<file path="src/rtl/prmcu_uart_pkg.sv">
// rtl/prmcu_uart_pkg.sv - shared types, constants and config helpers for the PRMCU UART
package prmcu_uart_pkg;

  typedef enum logic [2:0] {
    IDLE,
    START,
    DATA,
    PARITY,
    STOP
  } rx_state_t;

  localparam int UART_MIN_DATA_BITS = 5;
  localparam int UART_MAX_DATA_BITS = 9;
  localparam int UART_MIN_DIV       = 4;

  localparam int ERR_PARITY  = 0;
  localparam int ERR_FRAME   = 1;
  localparam int ERR_OVERRUN = 2;

  // Out-of-range data-bit counts are pulled into the supported 5..9 window.
  function automatic logic [3:0] clamp_data_bits(input logic [3:0] n);
    if (n < 4'(UART_MIN_DATA_BITS)) return 4'(UART_MIN_DATA_BITS);
    if (n > 4'(UART_MAX_DATA_BITS)) return 4'(UART_MAX_DATA_BITS);
    return n;
  endfunction

  // 0 behaves as one stop bit, 3 as two.
  function automatic logic [1:0] clamp_stop_bits(input logic [1:0] n);
    return (n >= 2'd2) ? 2'd2 : 2'd1;
  endfunction

endpackage

</file>
<file path="src/rtl/prmcu_uart_sync.sv">
// rtl/prmcu_uart_sync.sv - flop-chain synchroniser for an asynchronous input, resets to 1
module prmcu_uart_sync #(
  parameter int SYNC_STAGES = 2
) (
  input  logic clk,
  input  logic rst,
  input  logic d_i,
  output logic q_o
);

  logic [SYNC_STAGES-1:0] sync_q;
  logic [SYNC_STAGES-1:0] sync_d;

  // Shift the raw input one stage further down the chain each clock.
  always_comb begin
    sync_d = {sync_q[SYNC_STAGES-2:0], d_i};
  end

  // Chain registers; idle-high reset so a serial line does not look like a start bit.
  always_ff @(posedge clk or negedge rst) begin
    if (!rst) sync_q <= '1;
    else      sync_q <= sync_d;
  end

  assign q_o = sync_q[SYNC_STAGES-1];

endmodule

</file>
<file path="src/rtl/prmcu_uart_receiver.sv">
// rtl/prmcu_uart_receiver.sv - UART RX: mid-bit sampling deserialiser with valid/ready output register
module prmcu_uart_receiver
  import prmcu_uart_pkg::*;
#(
  parameter int SYNC_STAGES = 2,
  parameter int DIV_W       = 8,
  parameter int DATA_W      = 9
) (
  input  logic              clk,
  input  logic              rst,
  input  logic              uart_en,
  input  logic              rx_en,
  input  logic              n_parity_bits_i,
  input  logic [1:0]        n_stop_bits_i,
  input  logic [3:0]        n_data_bits_i,
  input  logic [DIV_W-1:0]  internal_clk_divider_i,
  input  logic              rx_i,
  output logic [DATA_W-1:0] out_dat_o,
  output logic [2:0]        out_err_o,
  output logic              out_vld_o,
  input  logic              out_rdy_i
);

  logic rx_s;
  logic active;

  rx_state_t          state_q, state_d;
  logic [DIV_W:0]     cnt_q, cnt_d;
  logic [3:0]         bit_q, bit_d;
  logic [DATA_W-1:0]  shift_q, shift_d;
  logic               par_err_q, par_err_d;
  logic               frm_err_q, frm_err_d;
  logic               done_q, done_d;

  logic [DIV_W-1:0]   div_q, div_d;
  logic [3:0]         ndata_q, ndata_d;
  logic [1:0]         nstop_q, nstop_d;
  logic               par_en_q, par_en_d;

  logic [DATA_W-1:0]  dat_q, dat_d;
  logic [2:0]         err_q, err_d;
  logic               vld_q, vld_d;

  logic [DIV_W:0]     half_cnt;
  logic [DIV_W:0]     last_cnt;
  logic               sample;

  prmcu_uart_sync #(.SYNC_STAGES(SYNC_STAGES)) u_rx_sync (
    .clk (clk),
    .rst (rst),
    .d_i (rx_i),
    .q_o (rx_s)
  );

  assign active   = uart_en & rx_en;
  assign half_cnt = (DIV_W+1)'(div_q) >> 1;
  assign last_cnt = (DIV_W+1)'(div_q) - (DIV_W+1)'(1);
  assign sample   = (cnt_q == last_cnt);

  // Receive FSM: start detection, config latch, bit timing and per-frame error collection.
  always_comb begin
    state_d   = state_q;
    cnt_d     = cnt_q;
    bit_d     = bit_q;
    shift_d   = shift_q;
    par_err_d = par_err_q;
    frm_err_d = frm_err_q;
    done_d    = 1'b0;
    div_d     = div_q;
    ndata_d   = ndata_q;
    nstop_d   = nstop_q;
    par_en_d  = par_en_q;

    if (!active) begin
      state_d = IDLE;
      cnt_d   = '0;
      bit_d   = '0;
    end else begin
      unique case (state_q)
        IDLE: begin
          cnt_d = '0;
          bit_d = '0;
          if (!rx_s) begin
            state_d   = START;
            shift_d   = '0;
            par_err_d = 1'b0;
            frm_err_d = 1'b0;
            div_d     = (internal_clk_divider_i < DIV_W'(UART_MIN_DIV)) ?
                        DIV_W'(UART_MIN_DIV) : internal_clk_divider_i;
            ndata_d   = clamp_data_bits(n_data_bits_i);
            nstop_d   = clamp_stop_bits(n_stop_bits_i);
            par_en_d  = n_parity_bits_i;
          end
        end
        START: begin
          if (cnt_q == half_cnt) begin
            cnt_d   = '0;
            state_d = rx_s ? IDLE : DATA;
          end else begin
            cnt_d = cnt_q + 1'b1;
          end
        end
        DATA: begin
          if (sample) begin
            cnt_d = '0;
            for (int i = 0; i < DATA_W; i++) begin
              if (bit_q == 4'(i)) shift_d[i] = rx_s;
            end
            if (bit_q == ndata_q - 4'd1) begin
              bit_d   = '0;
              state_d = par_en_q ? PARITY : STOP;
            end else begin
              bit_d = bit_q + 4'd1;
            end
          end else begin
            cnt_d = cnt_q + 1'b1;
          end
        end
        PARITY: begin
          if (sample) begin
            cnt_d     = '0;
            par_err_d = (rx_s != ^shift_q);
            state_d   = STOP;
          end else begin
            cnt_d = cnt_q + 1'b1;
          end
        end
        STOP: begin
          if (sample) begin
            cnt_d = '0;
            if (!rx_s) frm_err_d = 1'b1;
            if (bit_q == {2'b00, nstop_q - 2'd1}) begin
              bit_d   = '0;
              done_d  = 1'b1;
              state_d = IDLE;
            end else begin
              bit_d = bit_q + 4'd1;
            end
          end else begin
            cnt_d = cnt_q + 1'b1;
          end
        end
        default: state_d = IDLE;
      endcase
    end
  end

  // One-deep output register: load on completion, flag overrun when the held word is still pending.
  always_comb begin
    dat_d = dat_q;
    err_d = err_q;
    vld_d = vld_q;
    if (done_q) begin
      if (!vld_q || out_rdy_i) begin
        dat_d              = shift_q;
        err_d              = 3'b000;
        err_d[ERR_FRAME]   = frm_err_q;
        err_d[ERR_PARITY]  = par_err_q;
        vld_d              = 1'b1;
      end else begin
        err_d[ERR_OVERRUN] = 1'b1;
      end
    end else if (vld_q && out_rdy_i) begin
      vld_d = 1'b0;
    end
  end

  // State and datapath registers.
  always_ff @(posedge clk or negedge rst) begin
    if (!rst) begin
      state_q   <= IDLE;
      cnt_q     <= '0;
      bit_q     <= '0;
      shift_q   <= '0;
      par_err_q <= 1'b0;
      frm_err_q <= 1'b0;
      done_q    <= 1'b0;
      div_q     <= DIV_W'(UART_MIN_DIV);
      ndata_q   <= 4'(UART_MIN_DATA_BITS);
      nstop_q   <= 2'd1;
      par_en_q  <= 1'b0;
      dat_q     <= '0;
      err_q     <= '0;
      vld_q     <= 1'b0;
    end else begin
      state_q   <= state_d;
      cnt_q     <= cnt_d;
      bit_q     <= bit_d;
      shift_q   <= shift_d;
      par_err_q <= par_err_d;
      frm_err_q <= frm_err_d;
      done_q    <= done_d;
      div_q     <= div_d;
      ndata_q   <= ndata_d;
      nstop_q   <= nstop_d;
      par_en_q  <= par_en_d;
      dat_q     <= dat_d;
      err_q     <= err_d;
      vld_q     <= vld_d;
    end
  end

  assign out_dat_o = dat_q;
  assign out_err_o = err_q;
  assign out_vld_o = vld_q;

endmodule

</file>
<file path="config.mk">
export PLATFORM = sky130hd
export DESIGN_NAME = prmcu_uart_receiver
export DESIGN_NICKNAME = d
export VERILOG_FILES = /design/src/rtl/prmcu_uart_pkg.sv /design/src/rtl/prmcu_uart_sync.sv /design/src/rtl/prmcu_uart_receiver.sv
export SDC_FILE = /design/constraint.sdc
export NUM_CORES = 1
export LEC_CHECK = 0
export CORE_UTILIZATION = 30
export CTS_CLUSTER_DIAMETER = 150
export CTS_CLUSTER_SIZE = 28
export DETAILED_ROUTE_END_ITERATION = 6
export SYNTH_ARGS = -nofsm -noshare
export SYNTH_HDL_FRONTEND = slang
export SYNTH_SLANG_ARGS = --single-unit
</file>
<file path="constraint.sdc">
create_clock -name clk -period 3.15 [get_ports clk]
set_input_delay 0.63 -clock clk [delete_from_list [all_inputs] [get_ports clk]]
set_output_delay 0.63 -clock clk [all_outputs]
set_load 0.05 [all_outputs]
</file>
### Word level (Yosys, flattened, before mapping)

Index checks and enable logic that the tools add are counted.

* add/subtract/negate cells: 5
* shift-type cells: 0
* reductions and logical operators: 27
* multiply operators: 0
* bitwise logic cells: 2
* order comparisons: 4
* eq/ne operators: 41
* divide/modulo/power cells: 0
* multiplexer cells: 62

Operators by type and width (count)
* 5-bit AND reduction: 10
* 9-bit 2-to-1 mux: 5
* 4-bit 2-to-1 mux: 9
* 1-bit 2-to-1 mux: 30
* 2-bit != test, second input constant: 14
* 3-bit 2-to-1 mux: 9
* 9-bit case mux with 3 select lines: 1
* 3-bit != test, second input constant: 7
* 9-bit case mux with 2 select lines: 1
* 4-bit by 3-bit == test with 1-bit output, second input constant: 4
* 3-bit case mux with 5 select lines: 1
* 4-bit case mux with 3 select lines: 1
* 9-bit by 1-bit adder with 9-bit output, second input constant: 1
* 9-bit by 7-bit == test with 1-bit output: 1
* 9-bit == test: 1
* 9-bit XOR reduction: 1
* 8-bit by 1-bit subtractor with 9-bit output, second input constant: 1
* 4-bit by 2-bit == test with 1-bit output, second input constant: 2
* 8-bit by 3-bit less-than comparator with 1-bit output, second input constant: 1
* 8-bit 2-to-1 mux: 1
* 2-bit nonzero test: 4
* 7-bit AND reduction: 1
* 3-bit by 2-bit == test with 1-bit output, second input constant: 2
* 3-bit AND reduction: 2
* 28 further kinds: 31

* memory bits (writable): 0
* memory bits (read-only): 0
* word-level logic and storage cells: 165
* input bits: 21
* memories: 0
* output and inout port bits: 13
* flip-flop bits (word level): 58
* latch bits: 0

### Longest topological paths before layout

Gate-level depths: netlist of run 1.

* word-level depth: 11
* mapped depth: 11
* mapped depth without buffers: 9

### Cells and area by module

Synthesis of run 1 repeated with hierarchy kept, for this count alone.

* cell total of the unflattened synthesis: 384
* area total of the unflattened synthesis: 3485.8 µm²

Modules (own cells, without submodules)
* prmcu_uart_receiver: area an instance 3433.3 µm², cells an instance 382, seq. area each 1406.3 µm², instances 1
* prmcu_uart_sync: area an instance 52.6 µm², cells an instance 2, seq. area each 52.6 µm², instances 1

### Worst setup path before layout of run 1

Ideal clock, no wire load.

* kind: register -> register
* start point: register div_q[0]
* end point: register bit_q[3]
* setup time: 0.079 ns
* clock period less this slack: 2.282 ns
* buffers on the path: 0
* required time: 3.071 ns
* data arrival time: 2.202 ns
* cell stages (with the launch flop): 10
* slack: 0.868 ns
* cells stage by stage: dfrtp_1 -> inv_1 -> ha_1 -> nor3b_4 -> xnor2_1 -> nand3_1 -> o211ai_2 -> a41oi_2 -> or4_1 -> a21oi_1

* cells in the longest elaborated chain, start to end: 4
* elaborated cells between the ends (all ways): 5
* classes of those cells: add/sub (1); eq/ne (3); reduce/logical (1)

RTL lines
* from (decl): line prmcu_uart_receiver.sv:35 `logic [DIV_W-1:0] div_q, div_d;`
* from (signal assigned): line prmcu_uart_receiver.sv:178 `div_q <= DIV_W'(UART_MIN_DIV);`
* from (signal assigned): line prmcu_uart_receiver.sv:193 `div_q <= div_d;`
* 8-bit by 1-bit subtractor with 9-bit output (*): line prmcu_uart_receiver.sv:57 `assign last_cnt = (DIV_W+1)'(div_q) - (DIV_W+1)'(1);`
* 9-bit == test (*): line prmcu_uart_receiver.sv:58 `assign sample = (cnt_q == last_cnt);`
* 3-bit != test (no source line)
* 3-bit AND reduction (no source line) (*)
* to (signal assigned): line prmcu_uart_receiver.sv:188 `bit_q <= bit_d;`
* to (decl): line prmcu_uart_receiver.sv:29 `logic [3:0] bit_q, bit_d;`

Every way passes the cells marked *; elsewhere a longest branch is shown, timed or not.
A chain may end at the register's enable or synchronous reset.

### Worst setup path after layout of run 1

* start point: register div_q[1]
* end point: register cnt_q[5]

* cells in the longest elaborated chain, start to end: 5
* elaborated cells between the ends (all ways): 7
* classes of those cells: add/sub (1); eq/ne (2); mux (4)

RTL lines
* 8-bit by 1-bit subtractor with 9-bit output: line prmcu_uart_receiver.sv:57
* 9-bit == test: line prmcu_uart_receiver.sv:58
* 9-bit 2-to-1 mux: line prmcu_uart_receiver.sv:104, prmcu_uart_receiver.sv:120, prmcu_uart_receiver.sv:129
* 9-bit case mux with 3 select lines (*): line prmcu_uart_receiver.sv:79 `unique case (state_q)`
* 9-bit 2-to-1 mux (*): line prmcu_uart_receiver.sv:74 `if (!active) begin`
* to (signal assigned): line prmcu_uart_receiver.sv:187 `cnt_q <= cnt_d;`
* to (decl): line prmcu_uart_receiver.sv:28 `logic [DIV_W:0] cnt_q, cnt_d;`

Marked as above.

==> summary.txt, run 1 <==
Synthesis
  • Number of register bits inferred by synthesis: 58
  • Mapped cell area: 0.00338 sq mm
  • Post-synthesis sequential area ratio: 0.432
  • Post-Syn Nets: 393
  • Yosys warns: 0
  • Ys flop type: dfrtp_1
  • Post-synth ARST share: 1.00
  • Syn_area_per_cell: 9.26 sq um
  • Synth cell types: 53
  • Post-Syn Instances: 365
  • Post-synth EDFFs: 0

Drt
  • Wire length per cell: 13.5 microns
  • Drt drc: 0
  • Drt initial violations: 134
  • Via count: 2635
  • Final wirelength: 7180 microns
  • First drt pass iteration count: 4
  • Routed Antenna Nets: 0
  • Drt via density: 4.94

Worst setup path
  • Worst R2R Path Depth: 9
  • Worst-path maximum fanout: 6
  • Kind of critical path: reg -> reg
  • Worst Setup Start Kind: flip-flop
  • FF-to-FF setup slack: 0.48 ns
  • Crit path DAT: 2.92 ns
  • FF-to-FF Start: div_q[1]
  • CP Data Required Time: 3.40 ns
  • R2r endpoint: cnt_q[5]
  • Critical Path Sink Type: flip-flop

Clock network
  • TritonCTS Buffers: 9
  • # Post-CTS Setup Buffers: 0
  • Clock buffer depth: 2
  • Root buffer cell: clkbuf_8
  • Clk_lat worst skew: 0.34 ns
  • CTS Hold Buffers Added: 0
  • CTS resizes: 0
  • CTS tree: built
  • Clk slew on worst S/H paths: 0.07 ns
  • CTS H-tree depth: 3
  • CTS Sinks: 58

Global routing
  • Number of global-route vias before repair: 2482
  • Initial antenna violation count: 0
  • GRT Util Overall: 0.134
  • First-pass GRT wire length: 12200 microns
  • Grt total ovfl: 0
  • Largest net degree at the start of global routing: 39

Timing
  • # setup viols final: 0
  • FMAX: 374 MHz
  • Final Slew Violations: 0
  • Worst clock skew: 0.00983 ns
  • RSZ-0062 raised after global routing: false
  • Slew Limit Headroom: 0.493
  • Least-Margin Pin Slew: 0.755 ns
  • Total Neg Setup Slack: 0 ns
  • Tcrit/Tclk final: 0.848
  • Final Hold Viols: 0
  • Post-route minimum period: 2.67 ns

Job
  • Max cap viols: 0

Placement
  • Post-DP Area: 0.00378 sq mm
  • Placed Cells: 518
  • Dpl hpwl: 5290 microns
  • Routability Congestion: 0.795
  • # port buffers: 32

Floorplanning
  • Die span in y: 108 microns
  • I/O pin count: 34
  • Initial Util: 0.311
  • Die area: 0.0117 sq mm
  • Core footprint: 0.0109 sq mm
  • Die W: 108 microns
  • Row count: 38

Cells and area
  • Nets: 417
  • Fin util: 0.362
  • Final-layout fill cell count: 1094
  • Synth-to-layout area growth: 16.7%
  • Sequential cell area: 0.00146 sq mm
  • Finished Cell Area: 0.00394 sq mm
  • Area of the multi-input gates: 0.00177 sq mm
  • Most common cell after layout, fill and taps aside: nand2_1
  • Non-filler cells, final: 533
  • Ant. Diodes: 0
  • Ratio of cells with drive above 1 in the final layout: 0.112
  • Most frequent cells in the layout: nand2_1 (62), dfrtp_1 (52), clkdlybuf4s50_1 (31)

Min path
  • Worst Hold Class: in -> async

Run status
  • Status: completed

Power and ir drop
  • Total power: 0.00174 W
  • Cell Pwr Density: 441 mW/mm^2
  • Leak: 1.68 nW
  • VDD IR max: 0.000264 V
## cells by family after synthesis
kind of cell | share of synthesized area
adders and majority gates | 0.0259
AOI/OAI and AO/OA | 0.103
and+or+nand+nor | 0.219
xor gates and xnor gates | 0.0959
muxes | 0.0781
DFF | 0.432
buffers and inverters | 0.0459
## registers in the layout (all words and copies together) (netlist names)
register and cells:
state_q 3, nstop_q 2, done_q 1, div_q 8
out_dat_o 9, ndata_q 4, out_vld_o 1, u_rx_sync.sync_q 2
bit_q 4, frm_err_q 1, shift_q 9, cnt_q 9
par_err_q 1, out_err_o 3, par_en_q 1
## worst max path at each step
stage	start	cells after the start	endpoint
finish	div_q[1]	9	cnt_q[5]
global route	div_q[0]	10	done_q
CTS	div_q[1]	9	par_err_q
detailed placement	div_q[0]	9	par_err_q
global placement	div_q[1]	9	par_err_q
floorplan	div_q[0]	9	bit_q[3]
## power breakdown
group | switching (W) | internal [W]
Combinational | 0.000155 | 0.000142
Clock | 0.000301 | 0.000277
Sequential | 0.0000686 | 0.000796
Total | 0.000525 | 0.00122
## synth_stat cells (2+ instances only)
cell type | number | area share
o21ai_0 | 15 | 0.022
or2_2 | 3 | 0.0056
o21a_1 | 3 | 0.0067
xnor2_1 | 23 | 0.060
dfstp_2 | 6 | 0.047
o211ai_1 | 3 | 0.0067
nor4_1 | 2 | 0.0037
a21oi_1 | 9 | 0.013
nand3_1 | 19 | 0.028
buf_4 | 4 | 0.0089
nor2_1 | 27 | 0.030
dfrtp_1 | 52 | 0.38
mux2i_1 | 14 | 0.041
mux2_2 | 11 | 0.037
inv_1 | 10 | 0.011
nor3b_1 | 3 | 0.0067
buf_2 | 4 | 0.0059
a211oi_1 | 2 | 0.0044
nor3_1 | 7 | 0.010
or3_1 | 3 | 0.0056
xor2_1 | 14 | 0.036
nand4_1 | 9 | 0.017
a31oi_1 | 6 | 0.011
ha_1 | 7 | 0.026
clkbuf_1 | 12 | 0.013
nand2b_1 | 7 | 0.013
nand2_1 | 62 | 0.069
and2_1 | 2 | 0.0037
nor2b_1 | 2 | 0.0037
## final cells by class
type | count | area share
clock buffers | 10 | 0.0324
clock inverters | 5 | 0.00825
inverters | 10 | 0.00952
multi-input cells | 274 | 0.448
flip-flops and latches | 58 | 0.370
well taps | 140 | 0.0444
repair buffers | 36 | 0.0876
## stage by stage
stage | setup WS (ns) | hold WS [ns]
floorplan | 0.868 | 0.334
global placement | 0.525 | 0.347
detailed placement | 0.458 | 0.347
CTS | 0.451 | 0.254
global route | 0.215 | 0.282
finish | 0.479 | 0.242
## layer usage
layer / GRT usage / wire (microns) / share of wire / vias up
met2: 0.199 / 3210 / 0.45 / 65
met1: 0.191 / 3380 / 0.47 / 1260
li1: - / - / - / 1301
met4: 0.0440 / 96 / 0.013 / 0
met5: 0 / 0 / 0 / -
met3: 0.0319 / 491 / 0.068 / 9
## critical path: stages (launching register included)
cell and delay, ns:
dfrtp_1 0.44, inv_1 0.10, ha_1 0.18, nor3b_4 0.31
xnor2_1 0.17, nand3_1 0.12, o211ai_2 0.11, a31oi_1 0.55
o21ai_1 0.29, o31ai_1 0.30
Power figures use the tool's default switching activity.
==> inputs of run 2 (changes only) <==
clock period = 2.5 ns   (was 3.15 ns; I/O delays follow)
==> run 2 against run 1 <==
Net effect:
- non-clock buffer count rose by 13
- critical path depth up 1
- flip-flop and latch count stayed put
==> summary.txt, run 2 (synthesis results as in run 1) <==
Run status
  • Status: completed (unchanged)

Floorplanning
  • Die W: 108 microns (unchanged)
  • Row count: 38 (unchanged)
  • Core footprint: 0.0109 sq mm (unchanged)
  • Initial Util: 0.311 (unchanged)
  • I/O pin count: 34 (unchanged)
  • Die area: 0.0117 sq mm (unchanged)
  • Die span in y: 108 microns (unchanged)

Drt
  • Drt via density: 4.88 (was 4.94)
  • Met2 wire length: 3320 microns (was 3210 microns)
  • Wl on met1: 3680 microns (was 3380 microns)
  • Wire length per cell: 13.5 microns (about the same)
  • Metal3 WL: 347 microns (was 491 microns)
  • Highest routed layer: met4 (unchanged)
  • First drt pass iteration count: 4 (unchanged)
  • Drt initial violations: 120 (was 134)
  • Drt drc: 0 (unchanged)
  • Final wirelength: 7390 microns (was 7180 microns)
  • Via count: 2671 (was 2635)
  • Routed Antenna Nets: 0 (unchanged)

Global routing
  • GRT Util Overall: 0.136 (was 0.134)
  • Largest net degree at the start of global routing: 39 (unchanged)
  • Number of global-route vias before repair: 2456 (was 2482)
  • Initial antenna violation count: 0 (unchanged)
  • Grt total ovfl: 0 (unchanged)
  • First-pass GRT wire length: 12200 microns (about the same)

Clock network
  • CTS Hold Buffers Added: 0 (unchanged)
  • Root buffer cell: clkbuf_8 (unchanged)
  • Clk_lat worst skew: 0.33 ns (was 0.34 ns)
  • Clock buffer depth: 2 (unchanged)
  • CTS Sinks: 58 (unchanged)
  • CTS tree: built (unchanged)
  • TritonCTS Buffers: 9 (unchanged)
  • CTS H-tree depth: 3 (unchanged)
  • Clk slew on worst S/H paths: 0.07 ns (about the same)

Worst setup path
  • Slowest-stage cell, CP: or4_4 (was a31oi_1)
  • FF-to-FF Start: div_q[0] (was div_q[1])
  • Worst R2R Path Depth: 10 (was 9)
  • CP Data Required Time: 2.77 ns (was 3.40 ns)
  • Cell Chain, Critical Path: inv_1 -> ha_2 -> nor3b_4 -> buf_4 -> a221oi_2 -> a31oi_1 -> o21ai_2 -> a41oi_2 -> or4_4 -> a21oi_2 (was inv_1 -> ha_1 -> nor3b_4 -> xnor2_1 -> nand3_1 -> o211ai_2 -> a31oi_1 -> o21ai_1 -> o31ai_1)
  • Crit path DAT: 2.67 ns (was 2.92 ns)
  • End point of the critical path: bit_q[3] (was cnt_q[5])
  • FF-to-FF setup slack: 0.1 ns (was 0.48 ns)
  • Worst-path maximum fanout: 4 (was 6)
  • Critical Path Sink Type: flip-flop (unchanged)
  • Worst Setup SP: div_q[0] (was div_q[1])
  • R2r endpoint: bit_q[3] (was cnt_q[5])
  • Kind of critical path: reg -> reg (unchanged)
  • Crit path largest cell delay: 0.53 ns (was 0.55 ns)
  • Worst Setup Start Kind: flip-flop (unchanged)

Timing
  • # setup viols final: 0 (unchanged)
  • Least-Margin Pin Slew: 0.796 ns (was 0.755 ns)
  • Final critical-path setup slack: 0.0985 ns (was 0.479 ns)
  • Slew Limit Headroom: 0.466 (was 0.493)
  • Tcrit/Tclk final: 0.961 (was 0.848)
  • Final Slew Violations: 0 (unchanged)
  • Post-route minimum period: 2.40 ns (was 2.67 ns)
  • FMAX: 416 MHz (was 374 MHz)
  • Total Neg Setup Slack: 0 ns (unchanged)
  • RSZ-0062 raised after global routing: true (was false)
  • Worst clock skew: 0.00526 ns (was 0.00983 ns)
  • Final Hold Viols: 0 (unchanged)

Cells and area
  • Non-filler cells, final: 547 (was 533)
  • Synth-to-layout area growth: 22.9% (was 16.7%)
  • Fin util: 0.382 (was 0.362)
  • Final-layout fill cell count: 1069 (was 1094)
  • Ratio of cells with drive above 1 in the final layout: 0.165 (was 0.112)
  • Most common cell after layout, fill and taps aside: nand2_1 (unchanged)
  • Ant. Diodes: 0 (unchanged)
  • Nets: 430 (was 417)
  • Most frequent cells in the layout: nand2_1 (62), dfrtp_1 (52), clkdlybuf4s50_1 (31) (unchanged)

Power and ir drop
  • Cell Pwr Density: 582 mW/mm^2 (was 441 mW/mm^2)
  • Leak: 1.79 nW (was 1.68 nW)
  • VDD IR max: 0.000293 V (was 0.000264 V)

Placement
  • # port buffers: 32 (unchanged)
  • Routability Congestion: 0.826 (was 0.795)
  • Placed Cells: 529 (was 518)
  • Dpl hpwl: 5350 microns (was 5290 microns)
  • Pre-CTS setup slack: 0.0819 ns (was 0.458 ns)

Job
  • Max cap viols: 0 (unchanged)

Min path
  • Worst Hold Class: in -> async (unchanged)
[run 2: cell types whose count changed in the layout (fill, tap and decap cells not counted), moves of 2 or more]
| cell | previous run | this run |
|---|---|---|
| clkbuf_8 | 9 | 12 |
| clkinvlp_4 | 3 | 0 |
| a31oi_2 | 0 | 2 |
| a31oi_1 | 6 | 4 |
| buf_4 | 4 | 15 |
[run 2: power breakdown]
part | switching, W | internal, W | total [W]
sequential | 0.0000777 | 0.00100 | 0.00108
combinational | 0.000222 | 0.000209 | 0.000431
clock | 0.000367 | 0.000542 | 0.000908
[run 2: worst min path at each step]
stage	depth (start not counted)	to	start	slack, ns
finish	1	out_dat_o[3]	rst	0.14
global route	1	out_dat_o[3]	rst	0.17
CTS	1	out_dat_o[3]	rst	0.14
detailed placement	0	u_rx_sync.sync_q[1]	u_rx_sync.sync_q[0]	0.35
global placement	0	u_rx_sync.sync_q[1]	u_rx_sync.sync_q[0]	0.35
floorplan	0	bit_q[0]	rst	0.20
[run 2: worst max-delay path: cells and delay by family (launching register included)]
family | cells | cell delay [ns]
AO/OA/AOI/OAI | 5 | 0.89
adder cells (fa/ha/maj) | 1 | 0.20
buffers and inverters | 2 | 0.23
flip-flops | 1 | 0.34
AND/OR/NAND/NOR | 2 | 0.68
[run 2: final cells by class]
type / instances / area [sq um] / share of cell area
Multi-Input combinational cell: 274 / 1810 / 0.436
Sequential cell: 58 / 1460 / 0.351
Timing Repair Buffer: 49 / 463 / 0.111
Tap cell: 140 / 175 / 0.0421
Clock buffer: 14 / 173 / 0.0415
Inverter: 10 / 37.5 / 0.00903
Clock inverter: 2 / 35.0 / 0.00843
[run 2: metrics by stage]
stage / power (W) / hold slack [ns] / area [sq um]
2_1_floorplan: 0.00138 / 0.204 / 3380
3_3_place_gp: 0.00149 / 0.348 / 3880
3_5_place_dp: 0.00151 / 0.347 / 3880
4_1_cts: 0.00243 / 0.141 / 4090
5_1_grt: 0.00255 / 0.168 / 4160
6_report: 0.00242 / 0.139 / 4160
[run 2: per-layer routing]
layer	vias up	track usage
met1	1291	0.194
met5	-	0
met4	0	0.0440
met2	54	0.199
li1	1324	-
met3	2	0.0319
[run 2: repair_timing]
action                                 in CTS  in global routing
endpoints found under the hold margin       0                  0
buffers inserted                            0                  2
gates resized for setup                     0                 13
setup endpoints to repair                   0                 24
==> inputs of run 3 (changes only) <==
--- a/config.mk
+++ b/config.mk
@@ -7,5 +7,4 @@
 export LEC_CHECK = 0
 export CORE_UTILIZATION = 30
-export CTS_CLUSTER_DIAMETER = 150
 export CTS_CLUSTER_SIZE = 28
 export DETAILED_ROUTE_END_ITERATION = 6
==> constraint.sdc (replaced) <==
create_clock -name clk -period 2.5 [get_ports clk]
set_input_delay 0.5 -clock clk [delete_from_list [all_inputs] [get_ports clk]]
set_output_delay 0.5 -clock clk [all_outputs]
set_load 0.005 [all_outputs]
==> results of run 3 <==
Same layout as run 2 (identical final DEF). Status: completed.
